`src/rtl/data_cache_pkg.sv`:
```
// data_cache_pkg: shared widths and FSM state encoding for the data cache
package data_cache_pkg;
  localparam int DATA_W = 32;
  localparam int ADDR_W = 32;
  localparam logic [1:0] S_IDLE = 2'd0;
  localparam logic [1:0] S_RD_MISS = 2'd1;
  localparam logic [1:0] S_WR_THRU = 2'd2;
endpackage

```
`src/rtl/data_cache_array.sv`:
```
// cache_array: valid/tag/data storage, synchronous write, asynchronous read, reset clears valid only
module cache_array
  import data_cache_pkg::*;
#(
  parameter int LINES = 16,
  parameter int TAG_W = 26,
  localparam int IDX = $clog2(LINES)
) (
  input  logic              clk,
  input  logic              rst,
  input  logic              we,
  input  logic [IDX-1:0]    widx,
  input  logic [TAG_W-1:0]  wtag,
  input  logic [DATA_W-1:0] wdata,
  input  logic [IDX-1:0]    ridx,
  output logic              rvalid,
  output logic [TAG_W-1:0]  rtag,
  output logic [DATA_W-1:0] rdata
);
  logic [LINES-1:0] valid;
  logic [TAG_W-1:0] tags [LINES];
  logic [DATA_W-1:0] data [LINES];
  always_ff @(posedge clk) begin
    if (rst) valid <= '0;
    else if (we) valid[widx] <= 1'b1;
  end
  always_ff @(posedge clk) begin
    if (we) begin
      tags[widx] <= wtag;
      data[widx] <= wdata;
    end
  end
  assign rvalid = valid[ridx];
  assign rtag = tags[ridx];
  assign rdata = data[ridx];
endmodule

```
`src/rtl/data_cache.sv`:
```
// data_cache: direct-mapped write-through, write-no-allocate one-word-line data cache
module data_cache
  import data_cache_pkg::*;
#(
  parameter int LINES = 16,
  parameter int MEM_LAT_MAX = 64
) (
  input  logic              clk,
  input  logic              rst,
  input  logic [ADDR_W-1:0] adr_Mem,
  input  logic [DATA_W-1:0] writeData_Mem,
  input  logic              memRead,
  input  logic              memWrite,
  output logic [DATA_W-1:0] readData_Mem,
  output logic              stall,
  output logic [ADDR_W-1:0] mem_adr,
  output logic [DATA_W-1:0] mem_wdata,
  output logic              mem_read,
  output logic              mem_write,
  input  logic [DATA_W-1:0] mem_rdata,
  input  logic              mem_ready,
  output logic              timeout
);
  localparam int IDX = $clog2(LINES);
  localparam int TAG_W = ADDR_W - IDX - 2;
  localparam int CNT_W = $clog2(MEM_LAT_MAX + 1);
  logic [1:0] state;
  logic [CNT_W-1:0] cnt;
  logic [DATA_W-1:0] rd_q;
  logic [ADDR_W-1:0] look;
  logic [TAG_W-1:0] line_tag;
  logic [DATA_W-1:0] line_data;
  logic line_valid, hit, idle, rd_miss, we, unused_bits;
  assign idle = state == S_IDLE;
  assign rd_miss = state == S_RD_MISS;
  assign look = idle ? adr_Mem : mem_adr;
  assign unused_bits = ^look[1:0];
  assign hit = line_valid && line_tag == look[ADDR_W-1:IDX+2];
  assign we = !rst && !idle && mem_ready && (rd_miss || hit);
  cache_array #(.LINES(LINES), .TAG_W(TAG_W)) u_array (
    .clk    (clk),
    .rst    (rst),
    .we     (we),
    .widx   (look[IDX+1:2]),
    .wtag   (look[ADDR_W-1:IDX+2]),
    .wdata  (rd_miss ? mem_rdata : mem_wdata),
    .ridx   (look[IDX+1:2]),
    .rvalid (line_valid),
    .rtag   (line_tag),
    .rdata  (line_data)
  );
  assign stall = !rst && (idle ? (memWrite || (memRead && !hit)) : !mem_ready);
  assign readData_Mem = (idle && memRead && !memWrite && hit) ? line_data :
                        (rd_miss && mem_ready) ? mem_rdata : rd_q;
  always_ff @(posedge clk) begin
    if (rst) begin
      state <= S_IDLE;
      cnt <= '0;
      timeout <= 1'b0;
      mem_read <= 1'b0;
      mem_write <= 1'b0;
      mem_adr <= '0;
      mem_wdata <= '0;
      rd_q <= '0;
    end else begin
      rd_q <= readData_Mem;
      if (idle) begin
        cnt <= '0;
        if (memWrite) begin
          state <= S_WR_THRU;
          mem_write <= 1'b1;
          mem_adr <= {adr_Mem[ADDR_W-1:2], 2'b00};
          mem_wdata <= writeData_Mem;
        end else if (memRead && !hit) begin
          state <= S_RD_MISS;
          mem_read <= 1'b1;
          mem_adr <= {adr_Mem[ADDR_W-1:2], 2'b00};
        end
      end else if (mem_ready) begin
        state <= S_IDLE;
        mem_read <= 1'b0;
        mem_write <= 1'b0;
      end else begin
        if (cnt != CNT_W'(MEM_LAT_MAX)) cnt <= cnt + 1'b1;
        if (cnt == CNT_W'(MEM_LAT_MAX - 1)) timeout <= 1'b1;
      end
    end
  end
endmodule

```
`config.mk`:
```
export PLATFORM = sky130hd
export DESIGN_NAME = data_cache
export DESIGN_NICKNAME = d
export VERILOG_FILES = /design/src/rtl/data_cache_pkg.sv /design/src/rtl/data_cache_array.sv /design/src/rtl/data_cache.sv
export SDC_FILE = /design/constraint.sdc
export NUM_CORES = 1
export LEC_CHECK = 0
export ABC_CLOCK_PERIOD_IN_PS = 8600
export BUFFER_PORTS_ARGS = -buffer_cell sky130_fd_sc_hd__buf_2
export CAP_MARGIN = 20
export CORE_ASPECT_RATIO = 0.6
export CORE_MARGIN = 2
export CORE_UTILIZATION = 60
export CTS_BUF_LIST = sky130_fd_sc_hd__clkbuf_8 sky130_fd_sc_hd__clkbuf_16
export DETAILED_ROUTE_END_ITERATION = 10
export GPL_TIMING_DRIVEN = 1
export PLACE_DENSITY = 0.78
export SLEW_MARGIN = 20
export SYNTH_ARGS = -nofsm -noshare
export SYNTH_HDL_FRONTEND = slang
export SYNTH_SLANG_ARGS = --single-unit
```
`constraint.sdc`:
```
create_clock -name clk -period 8.6 [get_ports clk]
set_input_delay 0.43 -clock clk [delete_from_list [all_inputs] [get_ports clk]]
set_output_delay 0.43 -clock clk [all_outputs]
set_load 0.01 [all_outputs]
```
==> results of run 1 <==
==> layer usage <==
layer | part of all wire | wire [um] | up-vias | track usage
met2 | 0.48 | 47500 | 1490 | 0.454
met5 | 0.00011 | 11 | - | 0
li1 | - | - | 10700 | -
met1 | 0.39 | 38700 | 12500 | 0.391
met4 | 0.029 | 2860 | 2 | 0.0837
met3 | 0.10 | 9860 | 234 | 0.0513
==> power groups by stage <==
stage                     clock, W  combinational [W]  sequential, W
after floorplan                  0           0.000634        0.00579
after global placement           0           0.000940        0.00578
after detailed placement         0           0.000978        0.00578
after CTS                  0.00399           0.000989        0.00567
after global routing       0.00418            0.00108        0.00567
final                      0.00397            0.00100        0.00567
==> cells in the mapped netlist (2+ instances only) <==
library cell and number:
o31ai_1 3, nor4_2 2, nor3_1 2, or3_1 3, and2_1 2, o21a_1 3, buf_4 4, buf_8 3
a31o_2 3, o2bb2a_1 4, nand2b_1 66, ha_1 2, a31oi_2 3, o21ai_2 2, nor4_1 33, nand2_1 120
a221oi_1 5, xnor2_1 13, nor4b_1 3, edfxtp_1 928, dfxtp_1 122, nand3b_1 2, buf_6 13, mux2_1 28
a21oi_1 166, o21ai_1 48, mux2_2 36, nand3_1 5, nand4_1 34, xor2_1 17, mux2i_1 105, o22ai_1 229
inv_1 32, o21ai_0 61, clkbuf_1 121, buf_1 15, buf_2 29, nor2_1 97, a22oi_1 256
==> final timing paths <==
| check | startpoint | end | slack (ns) | cells after the start |
|---|---|---|---|---|
| setup / recovery | state[1]$_SDFFE_PP0P_ | readData_Mem[21] | 1.31 | 15 |
| hold reg to reg | mem_wdata[27]$_SDFFE_PP0P_ | mem_wdata[27]$_SDFFE_PP0P_ | 0.47 | 2 |
| setup reg to reg | state[1]$_SDFFE_PP0P_ | u_array.data[11][29]$_DFFE_PP_ | 1.75 | 14 |
| hold / removal | writeData_Mem[11] | mem_wdata[11]$_SDFFE_PP0P_ | 0.02 | 3 |
==> cell type report <==
cell class | instances | area share
Sequential cell | 1050 | 0.671
Timing Repair Buffer | 254 | 0.0363
Inverter | 32 | 0.00266
Clock buffer | 98 | 0.0530
Tap cell | 900 | 0.0249
Clock inverter | 64 | 0.0102
Multi-Input combinational cell | 1368 | 0.202
==> flip-flops by register name, indices dropped and copies added, names as in the netlist, 2 cells and up <==
| name | count |
|---|---|
| mem_adr | 30 |
| state | 2 |
| rd_q | 32 |
| mem_wdata | 32 |
| u_array.data | 512 |
| u_array.tags | 416 |
| u_array.valid | 16 |
| cnt | 7 |
==> worst max-delay path, delay by kind of cell, from the launching register on <==
kind            cells  cell delay, ns
flops               1            0.42
buf+inv             5            2.45
mux                 1            0.33
compound gates      3            1.00
xor+xnor            1            0.19
simple gates        5            1.66
==> metrics by stage <==
step / total power, W / hold slack (ns)
floorplan: 0.00642 / 0.432
global placement: 0.00672 / 0.445
detailed placement: 0.00676 / 0.461
CTS: 0.0106 / 0.000393
global route: 0.0109 / 0.00244
finish: 0.0106 / 0.0250
==> cell families (layout without fill, tap and decap cells) <==
logic type                 after synthesis  in the layout  synth area share
adders and majority gates                2              2          0.000622
AOI/OAI and AO/OA                      788            788             0.124
other                                    1              2         0.0000932
buffers and inverters                  217            448            0.0248
DFF                                   1050           1050             0.754
xor gates and xnor gates                30             30           0.00653
muxes                                  170            170            0.0444
and+or+nand+nor                        376            376            0.0456
==> impl_metrics.prom, run 1 <==
# TYPE chip_impl_metric gauge
chip_impl_metric{name="synth.ff_latch_count",unit=""} 1050
chip_impl_info{name="synthDominantAreaCellType",value="edfxtp_1"} 1
chip_impl_metric{name="worst_slew_pin_slew",unit="ns"} 1.12
chip_impl_metric{name="synth_largest_type_area_fraction",unit=""} 0.693
chip_impl_metric{name="powerDensity",unit="mW/mm^2"} 235
chip_impl_metric{name="final_layout_size_suffix_gt1_frac",unit=""} 0.156
chip_impl_metric{name="cts_resized",unit=""} 0
chip_impl_metric{name="fmax",unit="MHz"} 137
chip_impl_metric{name="grt_max_degree",unit=""} 98
chip_impl_metric{name="synth_cell_types",unit=""} 53
chip_impl_metric{name="hpwlAfterDp",unit="mm"} 53.1
chip_impl_info{name="hp-class",value="in2reg"} 1
chip_impl_metric{name="htree_levels",unit=""} 3
chip_impl_metric{name="cts.clk_slew.worst_paths",unit="ns"} 0.06
chip_impl_metric{name="number_of_enable_type_register_cells_in_the_synthesized_netlist",unit=""} 928
chip_impl_metric{name="critPathRequiredTime",unit="ns"} 8.17
chip_impl_info{name="grt_setup_unrepaired",value="no"} 1
chip_impl_metric{name="slowest_delay",unit="ns"} 0.76
chip_impl_info{name="post_synth_main_area_contributors",value="edfxtp_1 (69%), dfxtp_1 (6.1%), a22oi_1 (4.8%)"} 1
chip_impl_info{name="status",value="finished, final reports clean"} 1
chip_impl_metric{name="remaining_drc_errors",unit=""} 0
chip_impl_metric{name="place.port_buffers",unit=""} 196
chip_impl_metric{name="postSynth.asyncResetShare",unit=""} 0
chip_impl_info{name="commonest_non_fill_non_tap_cells_in_the_layout",value="edfxtp_1 (928), a22oi_1 (256), o22ai_1 (229)"} 1
chip_impl_metric{name="die_y_extent",unit="um"} 205
chip_impl_metric{name="overall_die_area",unit="sq mm"} 0.0692
chip_impl_metric{name="core_area",unit="sq mm"} 0.0662
chip_impl_metric{name="starting_density_of_the_core",unit=""} 0.607
chip_impl_info{name="mostFrequentLayoutCell",value="edfxtp_1"} 1
chip_impl_metric{name="layout.cell_area.non_filler",unit="sq mm"} 0.0452
chip_impl_metric{name="cts.sink_count",unit=""} 1050
chip_impl_metric{name="place_ws",unit="ns"} 1.89
chip_impl_metric{name="pwr-share-seq",unit=""} 0.533
chip_impl_metric{name="worst_slack",unit="ns"} 1.31
chip_impl_info{name="dominantRegCellSynth",value="edfxtp_1"} 1
chip_impl_metric{name="crit_fanout",unit=""} 64
chip_impl_metric{name="multi_input_gate_area_in_the_final_layout",unit="sq mm"} 0.00913
chip_impl_metric{name="die_width",unit="um"} 338
chip_impl_metric{name="grt_antenna_before_repair",unit=""} 1
chip_impl_metric{name="timing.slew.headroom",unit=""} 0.248
chip_impl_info{name="timing.setup.critical_path_class",value="reg2out"} 1
chip_impl_metric{name="gpl.final_weighted_congestion",unit=""} 0.782
chip_impl_metric{name="yosysSeqAreaShare",unit=""} 0.754
chip_impl_info{name="critical_path.slowest_cell",value="buf_4"} 1
chip_impl_metric{name="clockPowerShare",unit=""} 0.373
chip_impl_metric{name="cts_inserted_buffers",unit=""} 88
chip_impl_metric{name="gr-total-overflow",unit=""} 0
chip_impl_info{name="cts_tree",value="yes"} 1
chip_impl_info{name="crit_path_cell_trace",value="or2_1 > buf_4 > a31oi_4 > buf_4 > buf_4 > o22ai_1 > o21ai_0 > nand4_1 > xnor2_1 > nor4_2 > nand3_1 > nor3_4 > buf_4 > mux2i_1 > buf_2"} 1
chip_impl_metric{name="route.detailed.wl_per_inst",unit="um"} 26.2
chip_impl_metric{name="clock_insertion_delay_worst_skew",unit="ns"} 0.66
chip_impl_metric{name="post-place-cells",unit=""} 3594
chip_impl_metric{name="wl",unit="mm"} 98.8
chip_impl_metric{name="post_dp_cell_area",unit="sq mm"} 0.0422
chip_impl_metric{name="report.final.setup_viol",unit=""} 0
chip_impl_metric{name="finish.net_count",unit=""} 2897
chip_impl_metric{name="switchingPower",unit="W"} 0.00249
chip_impl_metric{name="timing.critical_path.arrival",unit="ns"} 6.86
chip_impl_metric{name="ioPinCount",unit=""} 201
chip_impl_metric{name="fin_cells",unit=""} 3766
chip_impl_metric{name="vias_in_the_first_global_route",unit=""} 24000
chip_impl_metric{name="drtIter0Drc",unit=""} 3310
chip_impl_metric{name="cts_hold_buffers",unit=""} 7
chip_impl_info{name="end_kind",value="output pin"} 1
chip_impl_metric{name="final_antenna_net_count",unit=""} 0
chip_impl_metric{name="totalNegativeSetupSlack",unit="ns"} 0
chip_impl_metric{name="cts_max_path_buffers",unit=""} 3
chip_impl_metric{name="number_of_vias_in_the_routed_layout",unit=""} 25000
chip_impl_metric{name="swShare",unit=""} 0.234
chip_impl_info{name="worst_path_most_repeated_cell",value="buf_4"} 1
chip_impl_metric{name="viasPerCell",unit=""} 6.63
chip_impl_metric{name="vdd_ir_drop_max",unit="mV"} 0.176
chip_impl_info{name="cts.root.buffer_cell",value="clkbuf_16"} 1
chip_impl_metric{name="avg_cell_area_syn",unit="sq um"} 15.3
chip_impl_metric{name="share_comb_of_total_power",unit=""} 0.094
chip_impl_metric{name="nFillCells",unit=""} 4152
chip_impl_metric{name="grt_first_pass_wirelength",unit="mm"} 147
chip_impl_metric{name="timing.clock.skew",unit="ns"} 0.0331
chip_impl_metric{name="register_area",unit="sq mm"} 0.0303
chip_impl_metric{name="detail_route.first_pass.iterations",unit=""} 8
chip_impl_metric{name="final_max_slew_viol_count",unit=""} 0
chip_impl_metric{name="final.period_utilization",unit=""} 0.848
chip_impl_metric{name="antenna_cells_inserted",unit=""} 0
chip_impl_metric{name="netlist_area",unit="sq mm"} 0.0402
chip_impl_info{name="startpoint_types",value="flop"} 1
chip_impl_metric{name="final-hold-violation-count",unit=""} 0
chip_impl_metric{name="yosysWarningCount",unit=""} 0
chip_impl_metric{name="p_leak",unit="nW"} 15.2
chip_impl_metric{name="postCtsSetupBuffers",unit=""} 0
chip_impl_metric{name="rows",unit=""} 73
chip_impl_metric{name="synth_cells",unit=""} 2634
chip_impl_metric{name="grtUsageTotal",unit=""} 0.280
chip_impl_metric{name="cell_internal_pwr",unit="W"} 0.00815
chip_impl_metric{name="syn_to_final_growth",unit="%"} 12.3
chip_impl_metric{name="timing.max_cap.violations",unit=""} 0
chip_impl_metric{name="period_needed",unit="ns"} 7.29
chip_impl_metric{name="finished_core_util",unit=""} 0.682
No activity file was read; power rests on OpenSTA's default activity.
==> run 2, diff against run 1 <==
ABC_AREA = 1   (was default)
ABC_CLOCK_PERIOD_IN_PS = 7200   (was 8600)
clock period = 7.2 ns   (was 8.6 ns; I/O delays follow)
==> run 2 against run 1 <==
Net effect:
- flip-flop and latch count unchanged
- total power is 26% higher
- cell count is 41% higher
- die area up 8.1%
- critical endpoint is now readData_Mem[13]
- largest cell class unchanged
- largest power group unchanged
==> impl_metrics.prom, run 2 <==
# TYPE chip_impl_metric gauge
chip_impl_info{name="status",value="finished, final reports clean"} 1
chip_impl_metric{name="finished_core_util",unit=""} 0.692
chip_impl_metric{name="final_max_slew_viol_count",unit=""} 0
chip_impl_metric{name="avg_cell_area_syn",unit="sq um"} 10.9
chip_impl_metric{name="powerDensity",unit="mW/mm^2"} 271
chip_impl_metric{name="yosysWarningCount",unit=""} 0
chip_impl_metric{name="r2r_cells",unit=""} 21
chip_impl_metric{name="place.port_buffers",unit=""} 196
chip_impl_info{name="synthDominantAreaCellType",value="edfxtp_1"} 1
chip_impl_info{name="timing.critical_path.max_delay_family",value="simple AND/OR/NAND/NOR gates"} 1
chip_impl_metric{name="clock_insertion_delay_worst_skew",unit="ns"} 0.67
chip_impl_metric{name="worst_slack",unit="ns"} 1.29
chip_impl_metric{name="layout.cell_area.non_filler",unit="sq mm"} 0.0497
chip_impl_metric{name="synth_largest_type_area_fraction",unit=""} 0.640
chip_impl_metric{name="ioPinCount",unit=""} 201
chip_impl_metric{name="postCtsSetupBuffers",unit=""} 0
chip_impl_metric{name="gr-total-overflow",unit=""} 0
chip_impl_metric{name="grt_antenna_before_repair",unit=""} 4
chip_impl_info{name="largest_registers",value="u_array.data: 512 flops, u_array.tags: 416 flops"} 1
chip_impl_metric{name="place_ws",unit="ns"} 1.64
chip_impl_info{name="end_kind",value="output pin"} 1
chip_impl_metric{name="cts_inserted_buffers",unit=""} 92
chip_impl_metric{name="wl",unit="mm"} 114
chip_impl_metric{name="switchingPower",unit="W"} 0.00342
chip_impl_metric{name="cts.sink_count",unit=""} 1050
chip_impl_metric{name="die_width",unit="um"} 352
chip_impl_metric{name="remaining_drc_errors",unit=""} 0
chip_impl_metric{name="p_leak",unit="nW"} 20.6
chip_impl_metric{name="hold_path_depth",unit=""} 3
chip_impl_metric{name="htree_levels",unit=""} 3
chip_impl_info{name="dominantRegCellSynth",value="edfxtp_1"} 1
chip_impl_metric{name="route.detailed.wl_per_inst",unit="um"} 21.5
chip_impl_metric{name="hpwlAfterDp",unit="mm"} 62.5
chip_impl_metric{name="critPathRequiredTime",unit="ns"} 6.84
chip_impl_metric{name="regToRegSetupSlack",unit="ns"} 1.38
chip_impl_metric{name="synth_cells",unit=""} 3995
chip_impl_info{name="commonest_non_fill_non_tap_cells_in_the_layout",value="nand2_1 (1140), edfxtp_1 (928), inv_1 (508)"} 1
chip_impl_info{name="holdCritStartpoint",value="writeData_Mem[20]"} 1
chip_impl_metric{name="timing.clock.skew",unit="ns"} 0.0201
chip_impl_metric{name="finish.net_count",unit=""} 4358
chip_impl_metric{name="drtIter0Drc",unit=""} 4460
chip_impl_info{name="cts.root.buffer_cell",value="clkbuf_16"} 1
chip_impl_metric{name="vdd_ir_drop_max",unit="mV"} 0.228
chip_impl_metric{name="timing.max_cap.violations",unit=""} 0
chip_impl_metric{name="yosysSeqAreaShare",unit=""} 0.696
chip_impl_info{name="largest-register",value="u_array.data"} 1
chip_impl_metric{name="report.final.setup_viol",unit=""} 0
chip_impl_info{name="timing.setup.critical_path_class",value="reg2out"} 1
chip_impl_metric{name="cp_num_buf_inv",unit=""} 6
chip_impl_metric{name="synth.ff_latch_count",unit=""} 1050
chip_impl_info{name="startpoint_types",value="flop"} 1
chip_impl_metric{name="syn_to_final_growth",unit="%"} 14.2
chip_impl_metric{name="vias_in_the_first_global_route",unit=""} 29200
chip_impl_info{name="critical_path.reg2reg.startpoint",value="state[1]$_SDFFE_PP0P_"} 1
chip_impl_metric{name="cell_internal_pwr",unit="W"} 0.0100
chip_impl_metric{name="final-hold-violation-count",unit=""} 0
chip_impl_metric{name="rows",unit=""} 76
chip_impl_metric{name="final.period_utilization",unit=""} 0.821
chip_impl_metric{name="number_of_enable_type_register_cells_in_the_synthesized_netlist",unit=""} 928
chip_impl_metric{name="overall_die_area",unit="sq mm"} 0.0748
chip_impl_metric{name="cts.clk_slew.worst_paths",unit="ns"} 0.07
chip_impl_metric{name="pwr-share-seq",unit=""} 0.505
chip_impl_metric{name="synth_cell_types",unit=""} 36
chip_impl_info{name="hp-class",value="in2reg"} 1
chip_impl_metric{name="number_of_vias_in_the_routed_layout",unit=""} 31000
chip_impl_metric{name="starting_density_of_the_core",unit=""} 0.606
chip_impl_info{name="critical_path.slowest_cell",value="nor2_4"} 1
chip_impl_info{name="synth.most_common_cell",value="nand2_1"} 1
chip_impl_metric{name="core_area",unit="sq mm"} 0.0718
chip_impl_metric{name="fmax",unit="MHz"} 169
chip_impl_metric{name="final_layout_size_suffix_gt1_frac",unit=""} 0.115
chip_impl_metric{name="largest_reg_flops",unit=""} 512
chip_impl_metric{name="totalNegativeSetupSlack",unit="ns"} 0
chip_impl_info{name="post_synth_main_area_contributors",value="edfxtp_1 (64%), nand2_1 (9.8%), dfxtp_1 (5.6%)"} 1
chip_impl_info{name="cts_tree",value="yes"} 1
chip_impl_metric{name="cts_resized",unit=""} 0
chip_impl_metric{name="grtUsageTotal",unit=""} 0.304
chip_impl_info{name="crit-reg2reg-capture",value="u_array.tags[10][18]$_DFFE_PP_"} 1
chip_impl_metric{name="cts_max_path_buffers",unit=""} 3
chip_impl_metric{name="final_antenna_net_count",unit=""} 0
chip_impl_metric{name="post_dp_cell_area",unit="sq mm"} 0.0460
chip_impl_metric{name="netlist_area",unit="sq mm"} 0.0435
chip_impl_metric{name="power.total",unit="W"} 0.0135
chip_impl_metric{name="grt_first_pass_wirelength",unit="mm"} 170
chip_impl_info{name="crit_path_cell_trace",value="nor2_4 > buf_4 > nand2_1 > o21ai_1 > inv_1 > nor2_4 > buf_4 > nand2_1 > nand2_1 > o21bai_1 > nand2_1 > nand3_1 > nor3_1 > nand2_1 > nor2_4 > nand3_2 > buf_4 > o21ai_1 > inv_1 > buf_2"} 1
chip_impl_metric{name="share_comb_of_total_power",unit=""} 0.121
chip_impl_metric{name="swShare",unit=""} 0.254
chip_impl_metric{name="crit_fanout",unit=""} 57
chip_impl_metric{name="timing.slew.headroom",unit=""} 0.234
chip_impl_info{name="worst_path_most_repeated_cell",value="nand2_1"} 1
chip_impl_info{name="grt_setup_unrepaired",value="no"} 1
chip_impl_metric{name="die_y_extent",unit="um"} 213
chip_impl_metric{name="clockPowerShare",unit=""} 0.374
chip_impl_metric{name="grt_max_degree",unit=""} 133
chip_impl_metric{name="gpl.final_weighted_congestion",unit=""} 0.904
chip_impl_metric{name="worst_slew_pin_slew",unit="ns"} 1.14
chip_impl_metric{name="postSynth.asyncResetShare",unit=""} 0
chip_impl_metric{name="viasPerCell",unit=""} 5.83
chip_impl_metric{name="period_needed",unit="ns"} 5.91
chip_impl_info{name="mostFrequentLayoutCell",value="nand2_1"} 1
chip_impl_info{name="synth_top_cells_by_count",value="nand2_1 (1142), edfxtp_1 (928), inv_1 (507)"} 1
chip_impl_metric{name="slowest_delay",unit="ns"} 0.63
chip_impl_metric{name="antenna_cells_inserted",unit=""} 0
chip_impl_metric{name="timing.critical_path.arrival",unit="ns"} 5.55
chip_impl_info{name="whs_endpoint",value="mem_wdata[20]$_SDFFE_PP0P_"} 1
chip_impl_metric{name="detail_route.first_pass.iterations",unit=""} 6
run 2: changes by cell type in the layout (fill, tap and decap cells not counted), moves of 55 or more:
cell	before	now
dlygate4sd3_1	7	62
buf_4	38	100
nand3_1	5	98
o21ai_0	60	149
mux2i_1	105	0
inv_1	60	508
nand2b_1	66	0
nand2_1	119	1140
o22ai_1	229	0
nor2_1	81	197
run 2: worst register-to-register path: cells and delay by family (launching register included):
| kind | cells | cell delay [ns] |
|---|---|---|
| compound gates | 1 | 0.28 |
| simple gates | 15 | 2.83 |
| flops | 1 | 0.36 |
| buf+inv | 5 | 2.09 |
run 2: how the worst max path moves through the flow:
| stage | startpoint | to | cells past startpoint |
|---|---|---|---|
| 2_1_floorplan | state[1]$_SDFFE_PP0P_ | u_array.data[13][0]$_DFFE_PP_ | 16 |
| 4_1_cts | state[1]$_SDFFE_PP0P_ | readData_Mem[31] | 20 |
| 3_5_place_dp | state[1]$_SDFFE_PP0P_ | u_array.tags[10][18]$_DFFE_PP_ | 21 |
| 6_report | state[1]$_SDFFE_PP0P_ | readData_Mem[13] | 20 |
| 3_3_place_gp | state[1]$_SDFFE_PP0P_ | u_array.tags[10][19]$_DFFE_PP_ | 21 |
| 5_1_grt | state[1]$_SDFFE_PP0P_ | readData_Mem[31] | 20 |
run 2: routing by layer:
layer / global-route usage / up-vias / wire, um
li1: - / 14100 / -
met1: 0.444 / 14700 / 45900
met2: 0.463 / 2001 / 51400
met3: 0.0744 / 223 / 14300
met4: 0.0782 / 8 / 2620
met5: 0 / - / 48
run 2: metrics by stage:
stage,hold slack [ns],std cells
final,0.0697,5308
after global routing,0.0698,5308
after CTS,0.0531,5307
after detailed placement,0.444,5073
after global placement,0.437,5073
after floorplan,0.430,3996
run 2: final cells by class:
cell class                      instances  area, sq um
Timing Repair Buffer                  378         2780
Multi-Input combinational cell       2224        10400
Sequential cell                      1050        30300
Clock inverter                         70          579
Inverter                              509         1930
Tap cell                              975         1220
Clock buffer                          102         2480
Fill cell                            4762        22100
run 2: cells by family (layout without fill, tap and decap cells):
group,after synthesis,count (layout),synth area share
flops,1050,1050,0.696
xor+xnor,2,2,0.000403
simple gates,1537,1537,0.142
compound gates,681,681,0.0935
other cells,1,2,0.0000862
buf+inv,722,1059,0.0673
fa+ha+maj,2,2,0.000575
run 2: power groups by stage:
stage	registers, W	logic (W)	clock network, W
2_1_floorplan	0.00694	0.000978	0
3_3_place_gp	0.00693	0.00151	0
3_5_place_dp	0.00693	0.00154	0
4_1_cts	0.00680	0.00158	0.00504
5_1_grt	0.00680	0.00177	0.00529
6_report	0.00680	0.00163	0.00503
run 2: repair_timing:
action	in CTS	in global routing
setup endpoints to repair	0	0
hold buffers	62	0
hold endpoints to repair	63	0
